[src/rtl/fetch_stage.sv]
// Instruction fetch stage and IF/ID pipeline register for a five-stage MIPS-style pipeline.
// A KILL state waits out an in-flight access that was overtaken by a redirect.
module fetch_stage #(
    parameter logic [31:0] RESET_PC = 32'h0000_0000
) (
    input  logic        clk,
    input  logic        reset,
    input  logic        StallF,
    input  logic        StallD,
    input  logic        PCSrcD,
    input  logic        JumpD,
    input  logic [31:0] PCBranchD,
    output logic        imem_req,
    output logic [31:0] imem_addr,
    input  logic        imem_ready,
    input  logic [31:0] imem_rdata,
    output logic [31:0] InstrD,
    output logic [31:0] PCPlus4D,
    output logic        ValidD,
    output logic        FetchBusyF
);

    typedef enum logic {
        FETCH,
        KILL
    } FetchState;

    FetchState   state;
    FetchState   stateNext;
    logic [31:0] PCF;
    logic [31:0] pcNext;
    logic [31:0] RedirPC;
    logic [31:0] redirNext;
    logic [31:0] pcPlus4F;
    logic [31:0] target;
    logic        redirect;
    logic        deliver;

    // A stalled decode stage must not act on its own branch/jump yet.
    assign redirect = (PCSrcD | JumpD) & ~StallD;
    assign target   = JumpD ? {PCPlus4D[31:28], InstrD[25:0], 2'b00} : PCBranchD;
    assign pcPlus4F = PCF + 32'd4;
    assign deliver  = (state == FETCH) & imem_ready & ~StallF & ~redirect;

    assign imem_req   = ~reset;
    assign imem_addr  = PCF;
    assign FetchBusyF = ((state == FETCH) & ~imem_ready) | (state == KILL);

    always_ff @(posedge clk) begin
        if (reset) begin
            state   <= FETCH;
            PCF     <= RESET_PC;
            RedirPC <= 32'h0000_0000;
        end else begin
            state   <= stateNext;
            PCF     <= pcNext;
            RedirPC <= redirNext;
        end
    end

    // The address on the bus must not change until memory answers, so an early
    // redirect is parked in RedirPC and applied when the stale word arrives.
    always_comb begin
        stateNext = state;
        pcNext    = PCF;
        redirNext = RedirPC;
        case (state)
            FETCH: begin
                if (redirect) begin
                    if (imem_ready) begin
                        pcNext = target;
                    end else begin
                        redirNext = target;
                        stateNext = KILL;
                    end
                end else if (deliver) begin
                    pcNext = pcPlus4F;
                end
            end
            KILL: begin
                if (redirect) begin
                    redirNext = target;
                end
                if (imem_ready) begin
                    pcNext    = redirect ? target : RedirPC;
                    stateNext = FETCH;
                end
            end
            default: stateNext = FETCH;
        endcase
    end

    // Bubbles leave PCPlus4D alone so a held jump target base stays stable.
    always_ff @(posedge clk) begin
        if (reset) begin
            InstrD   <= 32'h0000_0000;
            PCPlus4D <= 32'h0000_0000;
            ValidD   <= 1'b0;
        end else if (StallD) begin
            InstrD   <= InstrD;
            PCPlus4D <= PCPlus4D;
            ValidD   <= ValidD;
        end else if (deliver) begin
            InstrD   <= imem_rdata;
            PCPlus4D <= pcPlus4F;
            ValidD   <= 1'b1;
        end else begin
            InstrD <= 32'h0000_0000;
            ValidD <= 1'b0;
        end
    end

endmodule
[config.mk]
export PLATFORM = sky130hd
export DESIGN_NAME = fetch_stage
export DESIGN_NICKNAME = d
export VERILOG_FILES = /design/src/rtl/fetch_stage.sv
export SDC_FILE = /design/constraint.sdc
export NUM_CORES = 1
export LEC_CHECK = 0
export CORE_ASPECT_RATIO = 0.5
export CORE_MARGIN = 10
export CORE_UTILIZATION = 40
export CTS_BUF_LIST = sky130_fd_sc_hd__clkbuf_4 sky130_fd_sc_hd__clkbuf_8
export DETAILED_ROUTE_END_ITERATION = 12
export PLACE_DENSITY = 0.71
export SLEW_MARGIN = 0
export SYNTH_ARGS = -nofsm -noshare
export SYNTH_HDL_FRONTEND = slang
export SYNTH_SLANG_ARGS = --single-unit
[constraint.sdc]
create_clock -name clk -period 2.38 [get_ports clk]
set_input_delay 0.476 -clock clk [delete_from_list [all_inputs] [get_ports clk]]
set_output_delay 0.476 -clock clk [all_outputs]
set_load 0.02 [all_outputs]
==> impl_metrics.ini <==
[run_status]
outcome = completed

[sta]
clock.fmax_ghz = 0.447
relSlewSlack = 0.571
setup_viol = 0
drv_slew = 0
period_share = 0.940
finalHoldViolCount = 0
skew_ps = 18.2
rsz0062_at_grt = no
worst_slack_ps = 142
tightest_slew_ps = 637
tns_ps = 0
period_needed_ps = 2240

[cts]
root_buffer = clkbuf_8
h-tree-depth = 4
clk_pin_slew_worst_paths_ps = 80
cts_tree = yes
clock_latency_ps = 450
cts_buffer_depth = 2
clock_sink_count = 130
cts_buffers = 17
cts_setup_buffers = 0

[min_path]
whs_path_depth = 2
min_from = PCPlus4D[0]$_SDFFE_PP0P_
holdPathEnd = PCPlus4D[0]$_SDFFE_PP0P_
worstHoldPathType = reg -> reg

[worst_setup_path]
reg2reg_depth = 5
critPathMaxFanout = 7
crit_required_ps = 2750
reg2reg_from = imem_addr[5]$_SDFFE_PP0P_
crit_top_cell = or4_1
reg2reg_to = imem_addr[26]$_SDFFE_PP0P_
max_stage_delay_ps = 690
crit_arrival_ps = 2610
r2r_setup_slack_ps = 140
crit_path_end_kind = flop
worstPathCellList = nand4_1 -> or4_1 -> or4_1 -> a21o_1 -> a21oi_1
slowest_stage = or4_1
path_class = reg -> reg
cp-start-kind = flop

[synth]
ys_warn_count = 0
syn_area_per_cell_sq_um = 8.21
synth_cells = 764
ys_seq_elements = 130
yosysUniqueCellTypes = 63
async_flop_share = 0
netlist_area_sq_mm = 0.00627
synth_fp_nets = 836
synth_flop_cell = dfxtp_1
synth-edff-count = 0
synth_seq_area_share = 0.415

[cells_and_area]
multi_input_area_sq_mm = 0.00338
utilization = 0.580
final_nets = 1015
drive_gt1_frac = 0.132
register_area_sq_mm = 0.00260
num-fill-cells = 1401
area_delta_synth_final_pct = 42.1
num_antenna_cells = 0

[global_route]
grt_busiest_layer = met2
grtUsageTotal = 0.214
antenna_found_initial = 0
grt_remaining_overflow = 0
grt_pass1_wl_microns = 36300
grt_max_degree = 86
gr-usage-met1 = 0.303
grt_pass1_vias = 6269
met2_usage = 0.313
use_met3 = 0.0608

[power_and_ir_drop]
intPower_mw = 3.51
p_comb_frac = 0.173
irDropWorstVdd_uv = 340
p_seq_frac = 0.466
swShare = 0.299
total_power_mw = 5.00
p_leak_nw = 3.16
p_sw_mw = 1.49
clockPowerShare = 0.361
powerDensity_mw_per_mm2 = 561

[route]
drtIter0Drc = 730
ant_nets = 0
first_pass_iters = 5
num_vias = 6628
routed_wl_microns = 23200
vias_per_cell = 5.71
drcViolationCount = 0
routedWlPerCell_microns = 20.0

[die]
die_area_sq_mm = 0.0214
initial_utilization = 0.408
io_pins = 170
rows = 32
coreArea_sq_mm = 0.0154
die_x_microns = 197
fp.dieH_microns = 109

[place]
place_ws_ps = 38.1
port-buffer-count = 169
dpl.hpwl_microns = 17100
gp_congestion = 0.955

[flow_run]
drv_cap = 0
state kept, by name, indices dropped and copies added (netlist names):
signal	count
InstrD	32
PCPlus4D	32
RedirPC	32
ValidD	1
imem_addr	32
state	1
kinds of logic (layout without fill, tap and decap cells):
kind of cell	count (synthesis)	after routing	share of synthesized area
AOI/OAI and AO/OA	235	235	0.244
xor gates and xnor gates	27	27	0.0377
adders and majority gates	1	1	0.00199
buffers and inverters	81	273	0.0523
DFF	130	130	0.415
muxes	31	31	0.0511
and+or+nand+nor	259	259	0.198
routing by layer:
metal,share of wire,vias up
met5,0,-
met4,0.010,0
met3,0.11,21
met2,0.42,354
met1,0.46,3101
li1,-,3152
power by group through the flow:
stage	registers [mW]	clock network, mW	logic, mW
CTS	2.33	1.84	0.860
floorplan	2.42	0	0.381
finish	2.33	1.80	0.866
detailed placement	2.38	0	0.856
global placement	2.38	0	0.847
global route	2.34	1.93	0.933
cell usage after synthesis, drive strengths merged, types with 3 or more instances:
library cell | n | area, sq um
o311ai | 3 | 26.3
or4 | 4 | 33.8
mux2i | 23 | 230
a221oi | 3 | 26.3
clkbuf | 59 | 224
inv | 9 | 33.8
a21o | 4 | 30.0
a21oi | 49 | 245
nand3 | 24 | 125
nand4 | 8 | 65.1
o22ai | 3 | 18.8
dfxtp | 130 | 2600
nor3 | 26 | 130
a211oi | 36 | 270
buf | 13 | 70.1
and4 | 4 | 35.0
o31ai | 4 | 30.0
or2 | 3 | 18.8
mux2 | 8 | 90.1
nor2 | 107 | 402
a22oi | 33 | 248
xor2 | 8 | 70.1
o21ai | 62 | 310
nand2b | 5 | 31.3
and3 | 7 | 43.8
a31oi | 10 | 62.6
xnor2 | 19 | 166
nand2 | 44 | 165
a32o | 4 | 40.0
nor4 | 14 | 100
and2 | 3 | 18.8
cell usage in the layout (no fill, tap or decap), types with 5 or more instances in the layout:
cell type,instances
a211oi_1,36
nor3_1,26
nand4_1,7
dfxtp_1,129
a31oi_1,9
nor2_1,106
inv_1,9
mux2i_1,23
o21ai_0,62
nor4_1,11
buf_4,55
nand2b_1,5
xor2_1,8
a21oi_1,49
mux2_2,8
buf_12,9
xnor2_1,19
nand3_1,23
nand2_1,44
a22oi_1,33
clkdlybuf4s50_1,165
clkbuf_8,17
and3_1,7
metrics by stage:
step / hold WS, ps / instances / area [sq um]
6_report: 470 / 1160 / 8910
5_1_grt: 491 / 1160 / 8910
4_1_cts: 474 / 1160 / 8900
3_5_place_dp: 458 / 1128 / 8530
3_3_place_gp: 438 / 1128 / 8530
2_1_floorplan: 446 / 764 / 6270
worst max-delay path: cells and delay by family, from the launching register on:
| family | cells | cell delay [ps] |
|---|---|---|
| simple gates | 3 | 1390 |
| flops | 1 | 470 |
| compound gates | 2 | 310 |
how the worst max path moves through the flow:
stage | start | to | slack, ps
finish | imem_addr[5]$_SDFFE_PP0P_ | imem_addr[26]$_SDFFE_PP0P_ | 140
global route | imem_addr[5]$_SDFFE_PP0P_ | imem_addr[26]$_SDFFE_PP0P_ | 40
CTS | imem_ready | FetchBusyF | 30
detailed placement | imem_ready | FetchBusyF | 40
global placement | imem_ready | FetchBusyF | 50
floorplan | imem_addr[3]$_SDFFE_PP0P_ | imem_addr[26]$_SDFFE_PP0P_ | 30
what timing repair did:
item	in CTS	in global routing
setup endpoints to repair	0	3
gates resized for setup	0	2
hold endpoints to repair	0	0
hold buffers	0	0
area by class of cell:
cell class / count / share of cell area
repair buffers: 232 / 0.254
flip-flops and latches: 130 / 0.292
well taps: 204 / 0.0286
clock inverters: 14 / 0.0143
clock buffers: 18 / 0.0271
multi-input cells: 553 / 0.380
inverters: 9 / 0.00379
(Power assumes the default switching activity.)
